## src/rtl/pipe_hazard_ctrl.sv

```systemverilog
// -----------------------------------------------------------------------------
// pipe_hazard_ctrl
// Central stall/flush controller for the 5-stage RISC-V pipeline. Decides each
// cycle whether PC and IF/ID advance, hold or flush, and whether a bubble enters
// ID/EX. After the IF/ID finish flag it drains the pipe and halts.
//
// Optional feature macro: PIPE_HAZARD_CTRL_PERF_EN
//   defined   -> saturating stall/flush statistics counters are built
//   undefined -> no counter flops; stall_cnt and flush_cnt tie to 0
//
// Parameters
//   DRAIN_CYCLES  bubble-injection cycles after finish_in before HALT (1..15)
//   CNT_W         width of the performance counters
//
// Ports
//   clk, rst_n                       clock, async active-low reset
//   id_rs1/id_rs2, id_use_rs1/2      ID-stage source operands and use flags
//   ex_rd, ex_mem_read               EX-stage destination and load flag
//   ex_branch_taken                  taken branch/jump resolved in EX
//   imem_busy, dmem_busy             memory not-ready indications
//   finish_in                        IF/ID finish flag
//   pc_hold, if_id_hazard,
//   if_id_flush, id_ex_flush,
//   pipe_freeze                      combinational pipeline controls
//   halted                           registered HALT-state decode
//   stall_cnt, flush_cnt             performance counters
// -----------------------------------------------------------------------------
module pipe_hazard_ctrl #(
  parameter int unsigned DRAIN_CYCLES = 4,
  parameter int unsigned CNT_W        = 32
) (
  input  logic             clk,
  input  logic             rst_n,
  input  logic [4:0]       id_rs1,
  input  logic [4:0]       id_rs2,
  input  logic             id_use_rs1,
  input  logic             id_use_rs2,
  input  logic [4:0]       ex_rd,
  input  logic             ex_mem_read,
  input  logic             ex_branch_taken,
  input  logic             imem_busy,
  input  logic             dmem_busy,
  input  logic             finish_in,
  output logic             pc_hold,
  output logic             if_id_hazard,
  output logic             if_id_flush,
  output logic             id_ex_flush,
  output logic             pipe_freeze,
  output logic             halted,
  output logic [CNT_W-1:0] stall_cnt,
  output logic [CNT_W-1:0] flush_cnt
);

  localparam int unsigned DCNT_W = 4;

  typedef enum logic [1:0] {
    ST_RUN   = 2'd0,
    ST_DRAIN = 2'd1,
    ST_HALT  = 2'd2
  } state_e;

  state_e            r_state;
  state_e            w_state_nxt;
  logic [DCNT_W-1:0] r_drain_cnt;
  logic [DCNT_W-1:0] w_drain_cnt_nxt;
  logic              r_halted;

  logic w_load_use;
  logic w_pc_hold;
  logic w_if_id_hazard;
  logic w_if_id_flush;
  logic w_id_ex_flush;
  logic w_pipe_freeze;

  // Load in EX whose destination is a live source of the ID instruction.
  assign w_load_use = ex_mem_read && (ex_rd != 5'd0) &&
                      ((id_use_rs1 && (id_rs1 == ex_rd)) ||
                       (id_use_rs2 && (id_rs2 == ex_rd)));

  // State and drain-counter registers.
  always_ff @(posedge clk or negedge rst_n) begin
    if (!rst_n) begin
      r_state     <= ST_RUN;
      r_drain_cnt <= '0;
      r_halted    <= 1'b0;
    end else begin
      r_state     <= w_state_nxt;
      r_drain_cnt <= w_drain_cnt_nxt;
      r_halted    <= (w_state_nxt == ST_HALT);
    end
  end

  // Next-state logic; the drain counter holds while data memory is busy.
  always_comb begin
    w_state_nxt     = r_state;
    w_drain_cnt_nxt = r_drain_cnt;
    case (r_state)
      ST_RUN: begin
        if (finish_in) begin
          w_state_nxt     = ST_DRAIN;
          w_drain_cnt_nxt = DCNT_W'(DRAIN_CYCLES - 1);
        end
      end
      ST_DRAIN: begin
        if (!dmem_busy) begin
          if (r_drain_cnt == '0) begin
            w_state_nxt = ST_HALT;
          end else begin
            w_drain_cnt_nxt = r_drain_cnt - DCNT_W'(1);
          end
        end
      end
      ST_HALT: begin
        w_state_nxt = ST_HALT;
      end
      default: begin
        w_state_nxt     = ST_RUN;
        w_drain_cnt_nxt = '0;
      end
    endcase
  end

  // Output decode; RUN applies the priority dmem > branch > load-use > imem.
  always_comb begin
    w_pc_hold      = 1'b0;
    w_if_id_hazard = 1'b0;
    w_if_id_flush  = 1'b0;
    w_id_ex_flush  = 1'b0;
    w_pipe_freeze  = 1'b0;
    case (r_state)
      ST_RUN: begin
        if (dmem_busy) begin
          w_pc_hold      = 1'b1;
          w_if_id_hazard = 1'b1;
          w_pipe_freeze  = 1'b1;
        end else if (ex_branch_taken) begin
          w_if_id_flush  = 1'b1;
          w_id_ex_flush  = 1'b1;
        end else if (w_load_use) begin
          w_pc_hold      = 1'b1;
          w_if_id_hazard = 1'b1;
          w_id_ex_flush  = 1'b1;
        end else if (imem_busy) begin
          w_pc_hold      = 1'b1;
          w_if_id_flush  = 1'b1;
        end
      end
      ST_DRAIN: begin
        w_pc_hold     = 1'b1;
        w_if_id_flush = 1'b1;
        w_pipe_freeze = dmem_busy;
      end
      ST_HALT: begin
        w_pc_hold      = 1'b1;
        w_if_id_hazard = 1'b1;
        w_pipe_freeze  = 1'b1;
      end
      default: begin
        w_pc_hold = 1'b0;
      end
    endcase
  end

  // Controls are forced low while reset is asserted, independent of inputs.
  assign pc_hold      = rst_n & w_pc_hold;
  assign if_id_hazard = rst_n & w_if_id_hazard;
  assign if_id_flush  = rst_n & w_if_id_flush;
  assign id_ex_flush  = rst_n & w_id_ex_flush;
  assign pipe_freeze  = rst_n & w_pipe_freeze;
  assign halted       = r_halted;

`ifdef PIPE_HAZARD_CTRL_PERF_EN
  logic [CNT_W-1:0] r_stall_cnt;
  logic [CNT_W-1:0] r_flush_cnt;
  logic             w_stall_inc;
  logic             w_flush_inc;

  assign w_stall_inc = (r_state == ST_RUN) && w_pc_hold;
  assign w_flush_inc = (r_state == ST_RUN) && !dmem_busy && ex_branch_taken;

  // Saturating statistics counters.
  always_ff @(posedge clk or negedge rst_n) begin
    if (!rst_n) begin
      r_stall_cnt <= '0;
      r_flush_cnt <= '0;
    end else begin
      if (w_stall_inc && (r_stall_cnt != '1)) begin
        r_stall_cnt <= r_stall_cnt + CNT_W'(1);
      end
      if (w_flush_inc && (r_flush_cnt != '1)) begin
        r_flush_cnt <= r_flush_cnt + CNT_W'(1);
      end
    end
  end

  assign stall_cnt = r_stall_cnt;
  assign flush_cnt = r_flush_cnt;
`else
  assign stall_cnt = '0;
  assign flush_cnt = '0;
`endif

endmodule

```

## config.mk

```make
export PLATFORM = sky130hd
export DESIGN_NAME = pipe_hazard_ctrl
export DESIGN_NICKNAME = d
export VERILOG_FILES = /design/src/rtl/pipe_hazard_ctrl.sv
export SDC_FILE = /design/constraint.sdc
export NUM_CORES = 1
export LEC_CHECK = 0
export CAP_MARGIN = 20
export CORE_MARGIN = 10
export CORE_UTILIZATION = 37
export DETAILED_ROUTE_END_ITERATION = 10
export PLACE_DENSITY = 0.9
export SLEW_MARGIN = 10
export SYNTH_ARGS = -nofsm -noshare
export SYNTH_HDL_FRONTEND = slang
export SYNTH_SLANG_ARGS = --single-unit
```

## constraint.sdc

```tcl
create_clock -name clk -period 4.9 [get_ports clk]
set_input_delay 0.49 -clock clk [delete_from_list [all_inputs] [get_ports clk]]
set_output_delay 0.49 -clock clk [all_outputs]
set_load 0.05 [all_outputs]
```

==> summary.txt, run 1 <==
Yosys
  • Synthesized cell area: 1220 um^2
  • Avg Synthesized Cell Area: 8.01 um^2
  • Synth unique cells: 36
  • Cells after Synth: 152
  • Yosys reg bits: 7
  • Part of the Yosys area used for sequential elements: 0.144
  • Syn. warnings: 0

Final layout
  • Net count reported at finish: between 200 and 250
  • Final Instance Count excl. Fillers: 225
  • Area added between synthesis and finish: 8.94%
  • Number of antenna repair diodes: 0
  • Fraction of final layout cells sized beyond drive strength 1: 0.0276

Power
  • Static leakage: about 0.00063 uW
  • PwrDens: roughly 200 nW/um^2
  • Worst vdd ir: 0.0627 mV

Critical path
  • R2r setup slk: 2.87 ns
  • Maximum single-stage delay on the critical path: around 0.87 ns
  • Worst R2R Start: r_state[0]
  • Largest fanout on the critical path: 12
  • Worst Setup Start Kind: input pin
  • Required time of the worst setup path: 4.41 ns
  • Number of cell instances on the worst register-to-register path: 6
  • Arrival time reported for the critical path endpoint: 3.02 ns
  • Slowest cell on the critical path: sky130_fd_sc_hd__clkdlybuf4s50_1
  • Setup CP Type: input pin to output port
  • Last element of the critical path: pc_hold
  • CP endpoint kind: output port
  • Most used cell, CP: sky130_fd_sc_hd__clkdlybuf4s50_1
  • Count of buffer and inverter cells on the critical path: 2
  • Worst-path cell chain: clkdlybuf4s50_1 > nand2_1 > or4_1 > o21ai_0 > clkdlybuf4s50_1
  • Terminus of the critical flop-to-flop path: r_drain_cnt[3]
  • Critical path launch point: rst_n
  • WP depth: 5
  • Crit path max-delay family: buffers and inverters

Global routing
  • Initial antenna violation count: 0
  • Vias in the first global route: about 1000
  • GRT Residual Overflow: 0
  • Global-route wire length before repair: around 4800 um
  • GRT Resource Usage Total: 0.0966
  • Maximum number of pins on one net before global-route repair: 13

Floorplanning
  • Die width: 77.4 um
  • Y dimension of the die: 77.4 um
  • Total die area: approximately 6000 um^2
  • Core box area: 3100 um^2
  • Number of standard-cell rows in the floorplan: 20
  • I/O pins: 94
  • Initial cell density of the core: 0.392

CTS
  • H-tree depth: 1
  • Total CTS buffers: 3
  • Later-pin clock latency in the skew report: 0.27 ns
  • TritonCTS clock tree: done
  • Clock transition at the register clock pins on the worst setup and hold paths after CTS: 0.06 ns
  • Root buffer cell: sky130_fd_sc_hd__clkbuf_4
  • Worst-case clock buffer depth: 2
  • Post-CTS resize count: 0
  • Total of hold buffers inserted after clock tree synthesis: 0
  • Number of sinks driven by the clock tree: 7
  • Setup bufs post-CTS: 0

STA
  • Fin Clk Skew: 0.00175 ns
  • Max Clk Rate: 0.285 GHz
  • Final hold slack: roughly 0.55 ns
  • Final critical path time including I/O delays and setup: 3.51 ns
  • Number of hold violations in the final report: 0
  • RSZ-0062 raised after global routing: false
  • Worst slew margin relative to its limit: 0.640
  • Final worst path period share: 0.716
  • Slew Limit Fails: 0
  • Transition time at the pin with the least slew margin: between 0.5 and 0.6 ns
  • Endpoints failing setup: 0
  • Setup TNS after final layout: 0 ns

Route
  • Average routed wire per standard cell: 13.9 um
  • Via-per-instance ratio: 4.09
  • Wl on met1: 1100 um
  • Met2 routed wirelength: approximately 1700 um
  • Top routing layer in use: met4
  • Total routed wirelength: 3130 um
  • Vias after detailed routing: 921
  • # DRC: 0
  • Number of optimization iterations in the first detailed-route pass: 4
  • Routed Antenna Nets: 0
  • Number of DRC markers in iteration 0: 77
  • Routed length on met3: 288 um

Place
  • Placer's final routability congestion estimate: between 0.8 and 0.9
  • Dpl cells: 221
  • DPL Wire Length: 2750 um
  • Count of port buffers added during placement: 29

Run
  • Maxcap violations: 0

Worst hold path
  • Path category of the worst min-delay check: input pin to async pin

Status
  • Status: finished clean
-- where the power goes --
group / switching (uW) / total, uW / internal, uW
clock: 26.5 / 57.9 / 31.4
sequential: 0 / 57.8 / 57.8
combinational: 128 / 152 / 24.1
-- layout by cell type (no fill, tap or decap) --
master / count
sky130_fd_sc_hd__or4b_1: 1
sky130_fd_sc_hd__ha_1: 6
sky130_fd_sc_hd__nor3b_1: 2
sky130_fd_sc_hd__dfrtp_1: 7
sky130_fd_sc_hd__and2_0: 1
sky130_fd_sc_hd__a211oi_1: 1
sky130_fd_sc_hd__o41ai_1: 2
sky130_fd_sc_hd__clkbuf_1: 1
sky130_fd_sc_hd__a21boi_0: 1
sky130_fd_sc_hd__a31oi_1: 1
sky130_fd_sc_hd__clkdlybuf4s50_1: 29
sky130_fd_sc_hd__nor4_1: 2
sky130_fd_sc_hd__nor2b_4: 1
sky130_fd_sc_hd__or3_1: 2
sky130_fd_sc_hd__clkbuf_4: 3
sky130_fd_sc_hd__o21ai_1: 1
sky130_fd_sc_hd__nor2_1: 5
sky130_fd_sc_hd__o221a_2: 1
sky130_fd_sc_hd__a21oi_1: 3
sky130_fd_sc_hd__o31ai_1: 2
sky130_fd_sc_hd__mux2i_1: 1
sky130_fd_sc_hd__nor2b_1: 3
sky130_fd_sc_hd__conb_1: 64
sky130_fd_sc_hd__nor3_1: 2
sky130_fd_sc_hd__o32a_1: 1
sky130_fd_sc_hd__inv_1: 6
sky130_fd_sc_hd__xor2_1: 8
sky130_fd_sc_hd__o21ai_0: 5
sky130_fd_sc_hd__o22a_1: 1
sky130_fd_sc_hd__nand2_1: 6
sky130_fd_sc_hd__xnor2_1: 2
sky130_fd_sc_hd__a32oi_1: 1
sky130_fd_sc_hd__nand2b_1: 1
sky130_fd_sc_hd__a21boi_1: 1
sky130_fd_sc_hd__o21a_1: 2
sky130_fd_sc_hd__or4_1: 5
-- synth_stat cells (all sizes together) --
library cell | instances | share of area
and2 | 1 | 0.0051
a21oi | 3 | 0.012
xnor2 | 2 | 0.014
inv | 6 | 0.018
o22a | 1 | 0.0072
conb | 1 | 0.0031
nor4 | 2 | 0.010
clkbuf | 2 | 0.0062
dfrtp | 7 | 0.14
nor3 | 2 | 0.0082
ha | 6 | 0.062
nand2 | 6 | 0.018
o21a | 2 | 0.012
o41ai | 2 | 0.014
a211oi | 1 | 0.0062
xor2 | 8 | 0.058
o21ai | 6 | 0.025
nor2b | 4 | 0.027
or4 | 5 | 0.031
a32oi | 1 | 0.0072
mux2i | 1 | 0.0082
o31ai | 2 | 0.012
buf | 65 | 0.40
or3 | 2 | 0.010
nand2b | 1 | 0.0051
a21boi | 2 | 0.012
nor2 | 5 | 0.015
o221a | 1 | 0.0092
or4b | 1 | 0.0082
o32a | 1 | 0.0082
nor3b | 2 | 0.012
a31oi | 1 | 0.0051
-- through the flow --
step	total power [uW]	instance area (um^2)	setup WS (ns)	util
4_1_cts	266	1330	1.39	0.427
3_5_place_dp	208	1300	1.40	0.419
6_report	268	1330	1.39	0.427
2_1_floorplan	220	1450	1.67	-
3_3_place_gp	207	1300	1.48	0.419
5_1_grt	278	1330	1.23	0.427
-- worst min path at each step --
stage,slack (ns),start,cells after the start,to
2_1_floorplan,0.19,rst_n,0,halted
3_3_place_gp,0.51,r_drain_cnt[1],1,r_drain_cnt[1]
3_5_place_dp,0.53,r_drain_cnt[1],1,r_drain_cnt[1]
4_1_cts,0.55,r_drain_cnt[1],1,r_drain_cnt[1]
5_1_grt,0.58,rst_n,1,r_drain_cnt[0]
6_report,0.55,rst_n,1,r_drain_cnt[3]
-- registers in the layout, summed over array words and instances (netlist names) --
register and flops:
halted 1, r_state 2, r_drain_cnt 4
-- logic make-up (layout without fill, tap and decap cells) --
logic type / after synthesis / in the layout / synth area share
AOI/OAI and AO/OA: 23 / 23 / 0.132
xor gates and xnor gates: 10 / 10 / 0.0719
buffers and inverters: 73 / 39 / 0.429
other: 1 / 64 / 0.00308
muxes: 1 / 1 / 0.00822
and+or+nand+nor: 31 / 31 / 0.151
DFF: 7 / 7 / 0.144
adders and majority gates: 6 / 6 / 0.0617
-- final cells by class --
class                      count  area, um^2
clock buffer                   4        26.3
fill                         330        1780
inverter                       6        22.5
multi-input combinational    135         757
sequential                     7         175
tap                           44        55.1
timing repair buffer          29         290
-- routing by layer --
metal  up-vias  GRT usage
met5         -          0
met4         0     0.0547
met3         4     0.0426
met2        49      0.168
met1       426     0.0938
li1        442          -
Note: power is estimated with default switching activity, not from simulation.
==> run 2: changes to the inputs <==
- CORE_UTILIZATION: 37 -> 34
- PLACE_DENSITY: 0.9 -> 0.84
- clock period: 4.9 -> 3.3 ns (I/O delays scaled with it)
==> run 2 against run 1 <==
First-iteration DRC count down 19%. Clock skew up 0.0037 ns. Register-to-register slack worse by 1.6 ns. Non-clock buffer count up 1. Core utilization down 3.6 points. Critical path depth up 1. Highest routed layer unchanged. Clock power up 40%. Sequential share of layout area unchanged. Power up 46%.
==> summary.txt, run 2 (same netlist as run 1, synthesis figures left out) <==
Critical path
  • Last element of the critical path: pc_hold
  • Worst Setup Start Kind: flop
  • R2r setup slk: 1.27 ns (-1.60 ns)
  • CP endpoint kind: output port
  • Terminus of the critical flop-to-flop path: r_drain_cnt[3]
  • Setup CP Type: flop to output port
  • Number of cell instances on the worst register-to-register path: 6 (unchanged)
  • Worst R2R Start: r_state[0]
  • Arrival time reported for the critical path endpoint: 2.17 ns (-0.85 ns)
  • Slowest cell on the critical path: sky130_fd_sc_hd__or4_1
  • Worst-path cell chain: inv_1 > ha_1 > nand2_1 > or4_1 > o21ai_0 > buf_4
  • Largest fanout on the critical path: 9 (-3)
  • Maximum single-stage delay on the critical path: 0.48 ns (-0.39 ns)
  • Critical path launch point: r_state[1]
  • Required time of the worst setup path: 2.97 ns (-1.44 ns)

Power
  • PwrDens: 295 nW/um^2 (+46%)
  • Worst vdd ir: 0.113 mV (+81%)
  • Final Total Pwr: 391 uW (+46%)
  • Static leakage: 0.000636 uW (+1.7%)

CTS
  • Root buffer cell: sky130_fd_sc_hd__clkbuf_4
  • Setup bufs post-CTS: 0 (unchanged)
  • Worst-case clock buffer depth: 2 (unchanged)
  • TritonCTS clock tree: done
  • Total of hold buffers inserted after clock tree synthesis: 0 (unchanged)
  • Clock transition at the register clock pins on the worst setup and hold paths after CTS: 0.05 ns (about the same)
  • Later-pin clock latency in the skew report: 0.26 ns (about the same)
  • H-tree depth: 1 (unchanged)
  • Total CTS buffers: 3 (unchanged)
  • Post-CTS resize count: 0 (unchanged)
  • Number of sinks driven by the clock tree: 7 (unchanged)

Global routing
  • Initial antenna violation count: 0 (unchanged)
  • GRT Resource Usage Total: 0.0849 (-0.0117)
  • GRT Residual Overflow: 0 (unchanged)
  • Global-route wire length before repair: 4370 um (-8.0%)
  • Vias in the first global route: 983 (+1.0%)
  • Maximum number of pins on one net before global-route repair: 10 (-3)

STA
  • Setup TNS after final layout: 0 ns (unchanged)
  • Number of hold violations in the final report: 0 (unchanged)
  • Endpoints failing setup: 0 (unchanged)
  • Slew Limit Fails: 0 (unchanged)
  • Worst slew margin relative to its limit: 0.658 (+0.0180)
  • Transition time at the pin with the least slew margin: 0.512 ns (-0.0269 ns)
  • Final critical path time including I/O delays and setup: 2.50 ns
  • RSZ-0062 raised after global routing: false
  • Fin Clk Skew: 0.00546 ns (+0.00372 ns)
  • Final worst path period share: 0.756
  • Max Clk Rate: 0.401 GHz
  • Final hold slack: 0.318 ns (-0.228 ns)

Final layout
  • Net count reported at finish: 213 (+0.47%)
  • Commonest cells after routing, fill and taps aside: sky130_fd_sc_hd__conb_1 (64), sky130_fd_sc_hd__clkdlybuf4s50_1 (25), sky130_fd_sc_hd__xor2_1 (8), sky130_fd_sc_hd__dfrtp_1 (7)
  • Number of antenna repair diodes: 0 (unchanged)
  • Multi-input gate area in the final layout: 757 um^2 (unchanged)
  • Most common library cell in the layout ignoring fill and taps: sky130_fd_sc_hd__conb_1
  • Number of flip-flops under the largest register name: 4 (unchanged)
  • Fraction of final layout cells sized beyond drive strength 1: 0.0549 (+0.0273)
  • Register area: 175 um^2 (unchanged)
  • Fill cell count: 373 (+13%)
  • Most flops, register: r_drain_cnt
  • Area added between synthesis and finish: 8.94% (unchanged)
  • Core Util, Final: 0.391 (-0.0361)

Floorplanning
  • Initial cell density of the core: 0.359 (-0.0332)
  • I/O pins: 94 (unchanged)
  • Number of standard-cell rows in the floorplan: 21 (+5.0%)
  • Die width: 79.8 um (+3.2%)
  • Total die area: 6370 um^2 (+6.5%)
  • Core box area: 3390 um^2 (+9.2%)
  • Y dimension of the die: 79.8 um (+3.2%)

Status
  • Status: finished clean

Route
  • # DRC: 0 (unchanged)
  • Via-per-instance ratio: 4.07 (-0.67%)
  • Number of DRC markers in iteration 0: 62 (-19%)
  • Average routed wire per standard cell: 13.1 um (-5.8%)
  • Number of optimization iterations in the first detailed-route pass: 4 (unchanged)
  • Vias after detailed routing: 927 (+0.65%)
  • Total routed wirelength: 2980 um (-4.5%)
  • Routed Antenna Nets: 0 (unchanged)

Place
  • Count of port buffers added during placement: 29 (unchanged)
  • Placer's final routability congestion estimate: 0.840 (+4.1%)
  • DPL Wire Length: 2650 um (-3.6%)

Worst hold path
  • Path category of the worst min-delay check: input pin to async pin

Run
  • Maxcap violations: 0 (unchanged)
## run 2: cell types whose count changed in the layout (fill, tap and decap cells not counted)
| cell | previous run | this run |
|---|---|---|
| sky130_fd_sc_hd__clkdlybuf4s50_1 | 29 | 25 |
| sky130_fd_sc_hd__buf_4 | 0 | 5 |
## run 2: cell type report
cell class	instances	share of cell area
clock buffers	4	0.0198
inverters	6	0.0170
multi-input cells	135	0.571
flip-flops and latches	7	0.132
well taps	46	0.0434
repair buffers	30	0.217
## run 2: worst min path at each step
stage / startpoint / end / slack, ns / depth (start not counted)
floorplan: rst_n / halted / 0.03 / 0
global placement: r_drain_cnt[1] / r_drain_cnt[1] / 0.51 / 1
detailed placement: r_drain_cnt[1] / r_drain_cnt[1] / 0.51 / 1
CTS: rst_n / r_state[1] / 0.33 / 1
global route: rst_n / r_state[1] / 0.33 / 1
finish: rst_n / r_state[1] / 0.32 / 1
## run 2: per-stage QoR
stage	cell area, um^2	setup slack (ns)	instances
after floorplan	1450	0.388	215
after global placement	1300	0.848	224
after detailed placement	1300	0.828	224
after CTS	1330	0.783	228
after global routing	1330	0.578	228
final	1330	0.804	228
## run 2: report_power, final
group	internal, uW	total (uW)	switching, uW
Combinational	36.0	225	189
Sequential	85.9	85.9	0
Clock	46.3	80.8	34.5
## run 2: metal layers
layer	global-route usage	share of wire
met1	0.0866	0.38
met2	0.146	0.50
met3	0.0282	0.10
met4	0.0528	0.024
met5	0	0
## run 2: worst max-delay path: cells and delay by family, from the launching register on
kind	cells	cell delay (ns)
adders and majority gates	1	0.37
AOI/OAI and AO/OA	1	0.16
DFF	1	0.39
buffers and inverters	2	0.35
and+or+nand+nor	2	0.64
==> run 3: changes to the inputs <==
- clock period: 3.3 -> 2.3 ns (I/O delays scaled with it)
==> run 3 against run 2 <==
The flow now finishes with violations (negative setup slack). Routed wire length increased by 13%. Global-route usage increased by 0.45 points. Critical path depth increased by 1. Clock power increased by 56%. Clock-buffer cell count decreased by 1. Combinational power increased by 52%. Clock skew increased by 0.0031 ns. Core utilization increased by 3.9 points. Critical endpoint is now id_ex_flush. Highest routed layer unchanged.
==> summary.txt, run 3 (same netlist as run 1, synthesis figures left out) <==
Status
  • Status: complete, but fails checks
  • Failing checks: negative setup slack

Global routing
  • GRT Resource Usage Total: 0.0894 (+0.00454)
  • Vias in the first global route: 984 (+0.10%)
  • Global-route wire length before repair: 4560 um (+4.3%)
  • Initial antenna violation count: 0 (unchanged)
  • GRT Residual Overflow: 0 (unchanged)
  • Maximum number of pins on one net before global-route repair: 12 (+2)

Route
  • Routed Antenna Nets: 0 (unchanged)
  • Vias after detailed routing: 965 (+4.1%)
  • # DRC: 0 (unchanged)
  • Number of DRC markers in iteration 0: 24 (-61%)
  • Total routed wirelength: 3370 um (+13%)
  • Number of optimization iterations in the first detailed-route pass: 4 (unchanged)
  • Average routed wire per standard cell: 14.4 um (+10%)
  • Via-per-instance ratio: 4.14 (+1.9%)

Power
  • PwrDens: 405 nW/um^2 (+37%)
  • Final Total Pwr: 592 uW (+51%)
  • Static leakage: 0.000696 uW (+9.4%)
  • Worst vdd ir: 0.154 mV (+36%)

Final layout
  • Net count reported at finish: 218 (+2.3%)
  • Commonest cells after routing, fill and taps aside: sky130_fd_sc_hd__conb_1 (64), sky130_fd_sc_hd__clkdlybuf4s50_1 (22), sky130_fd_sc_hd__xor2_1 (8), sky130_fd_sc_hd__dfrtp_1 (7)
  • Fraction of final layout cells sized beyond drive strength 1: 0.134 (+0.0787)
  • Core Util, Final: 0.431 (+0.0395)
  • Number of flip-flops under the largest register name: 4 (unchanged)
  • Fill cell count: 349 (-6.4%)
  • Most flops, register: r_drain_cnt
  • Most common library cell in the layout ignoring fill and taps: sky130_fd_sc_hd__conb_1
  • Final Cell Area: 1460 um^2 (+10%)
  • Number of antenna repair diodes: 0 (unchanged)
  • Area added between synthesis and finish: 19.9%
  • Final Instance Count excl. Fillers: 233 (+2.2%)

CTS
  • Worst-case clock buffer depth: 2 (unchanged)
  • Later-pin clock latency in the skew report: 0.27 ns (about the same)
  • Clock transition at the register clock pins on the worst setup and hold paths after CTS: 0.07 ns (+0.02 ns)
  • H-tree depth: 1 (unchanged)
  • Root buffer cell: sky130_fd_sc_hd__clkbuf_4
  • TritonCTS clock tree: done
  • Number of sinks driven by the clock tree: 7 (unchanged)
  • Total of hold buffers inserted after clock tree synthesis: 0 (unchanged)
  • Total CTS buffers: 3 (unchanged)

Critical path
  • Largest fanout on the critical path: 4 (-5)
  • Arrival time reported for the critical path endpoint: 2.10 ns (-0.07 ns)
  • Setup CP Type: input pin to output port
  • Worst Setup Start Kind: input pin
  • CP endpoint kind: output port
  • Required time of the worst setup path: 2.07 ns (-0.90 ns)

Worst hold path
  • Path category of the worst min-delay check: input pin to async pin

STA
  • Worst setup slack after layout: -0.0315 ns (-0.836 ns)
  • Number of hold violations in the final report: 0 (unchanged)
  • Final worst path period share: 1.01
  • Worst slew margin relative to its limit: 0.664 (+0.00665)
  • Transition time at the pin with the least slew margin: 0.502 ns (-0.00994 ns)
  • Max Clk Rate: 0.429 GHz
  • Final critical path time including I/O delays and setup: 2.33 ns
  • Slew Limit Fails: 0 (unchanged)
  • Fin Clk Skew: 0.00858 ns (+0.00311 ns)
  • Endpoints failing setup: 1 (+1)

Floorplanning
  • Total die area: 6370 um^2 (unchanged)
  • Core box area: 3390 um^2 (unchanged)
  • Die width: 79.8 um (unchanged)
  • I/O pins: 94 (unchanged)
  • Number of standard-cell rows in the floorplan: 21 (unchanged)
  • Initial cell density of the core: 0.359 (unchanged)
  • Y dimension of the die: 79.8 um (unchanged)

Place
  • DPL Wire Length: 2790 um (+5.4%)
  • Placed cell area: 1390 um^2 (+6.9%)
  • Placer's final routability congestion estimate: 0.829 (-1.3%)
  • Dpl cells: 228 (+1.8%)
  • Worst slack, placed: 0.000499 ns (-0.827 ns)
  • Count of port buffers added during placement: 29 (unchanged)

Run
  • Maxcap violations: 0 (unchanged)
==> run 3: cell types whose count changed in the layout (fill, tap and decap cells not counted), sizes merged <==
| cell | before | now |
|---|---|---|
| buf | 5 | 11 |
| clkdlybuf4s50 | 25 | 22 |
| dlygate4sd2 | 0 | 2 |
| clkbuf | 4 | 3 |
| clkinv | 0 | 1 |
==> run 3: cell type report <==
cell class | instances | area (um^2) | area share
multi-input cells | 135 | 795 | 0.544
repair buffers | 35 | 383 | 0.262
flip-flops and latches | 7 | 175 | 0.120
well taps | 46 | 57.6 | 0.0394
clock buffers | 3 | 22.5 | 0.0154
inverters | 6 | 22.5 | 0.0154
clock inverters | 1 | 5.00 | 0.00343
==> run 3: worst paths after layout <==
check / start / endpoint / slack [ns] / cells past startpoint
min in group clk: r_drain_cnt[1] / r_drain_cnt[1] / 0.54 / 1
max: ex_rd[4] / id_ex_flush / -0.03 / 7
max in group asynchronous: rst_n / r_state[1] / 1.83 / 2
max reg2reg: r_state[0] / r_drain_cnt[3] / 0.35 / 6
min: rst_n / halted / 0.32 / 2
min reg2reg: r_drain_cnt[1] / r_drain_cnt[1] / 0.54 / 1
==> run 3: metrics by stage <==
step / hold slack, ns / TNS [ns]
floorplan: -0.0656 / -0.942
global placement: 0.508 / 0
detailed placement: 0.521 / 0
CTS: 0.338 / 0
global route: 0.342 / -0.178
finish: 0.324 / -0.0315
==> run 3: what timing repair did <==
item	4_1_cts	5_1_grt
setup buffers	1	0
endpoints found under the setup margin	3	4
gates resized for setup	3	7
pin swaps	2	1
==> run 3: power breakdown <==
part / total [uW] / internal (uW) / switching (uW) / leakage [uW]
Sequential: 123 / 123 / 0 / 0.0000769
Combinational: 343 / 61.6 / 281 / 0.000601
Clock: 126 / 64.3 / 61.3 / 0.0000177
Total: 592 / 249 / 343 / 0.000696
==> run 3: layer usage <==
metal	wire, um	track usage	up-vias
li1	-	-	454
met1	1230	0.0941	449
met2	1720	0.151	58
met3	328	0.0236	4
met4	78	0.0634	0
met5	0	0	-
==> run 3: worst max-delay path, stage by stage <==
cell	delay [ns]
sky130_fd_sc_hd__clkdlybuf4s50_1	0.47
sky130_fd_sc_hd__xor2_1	0.21
sky130_fd_sc_hd__nor4_2	0.29
sky130_fd_sc_hd__a32oi_2	0.21
sky130_fd_sc_hd__o41ai_2	0.39
sky130_fd_sc_hd__buf_4	0.18
sky130_fd_sc_hd__buf_12	0.13
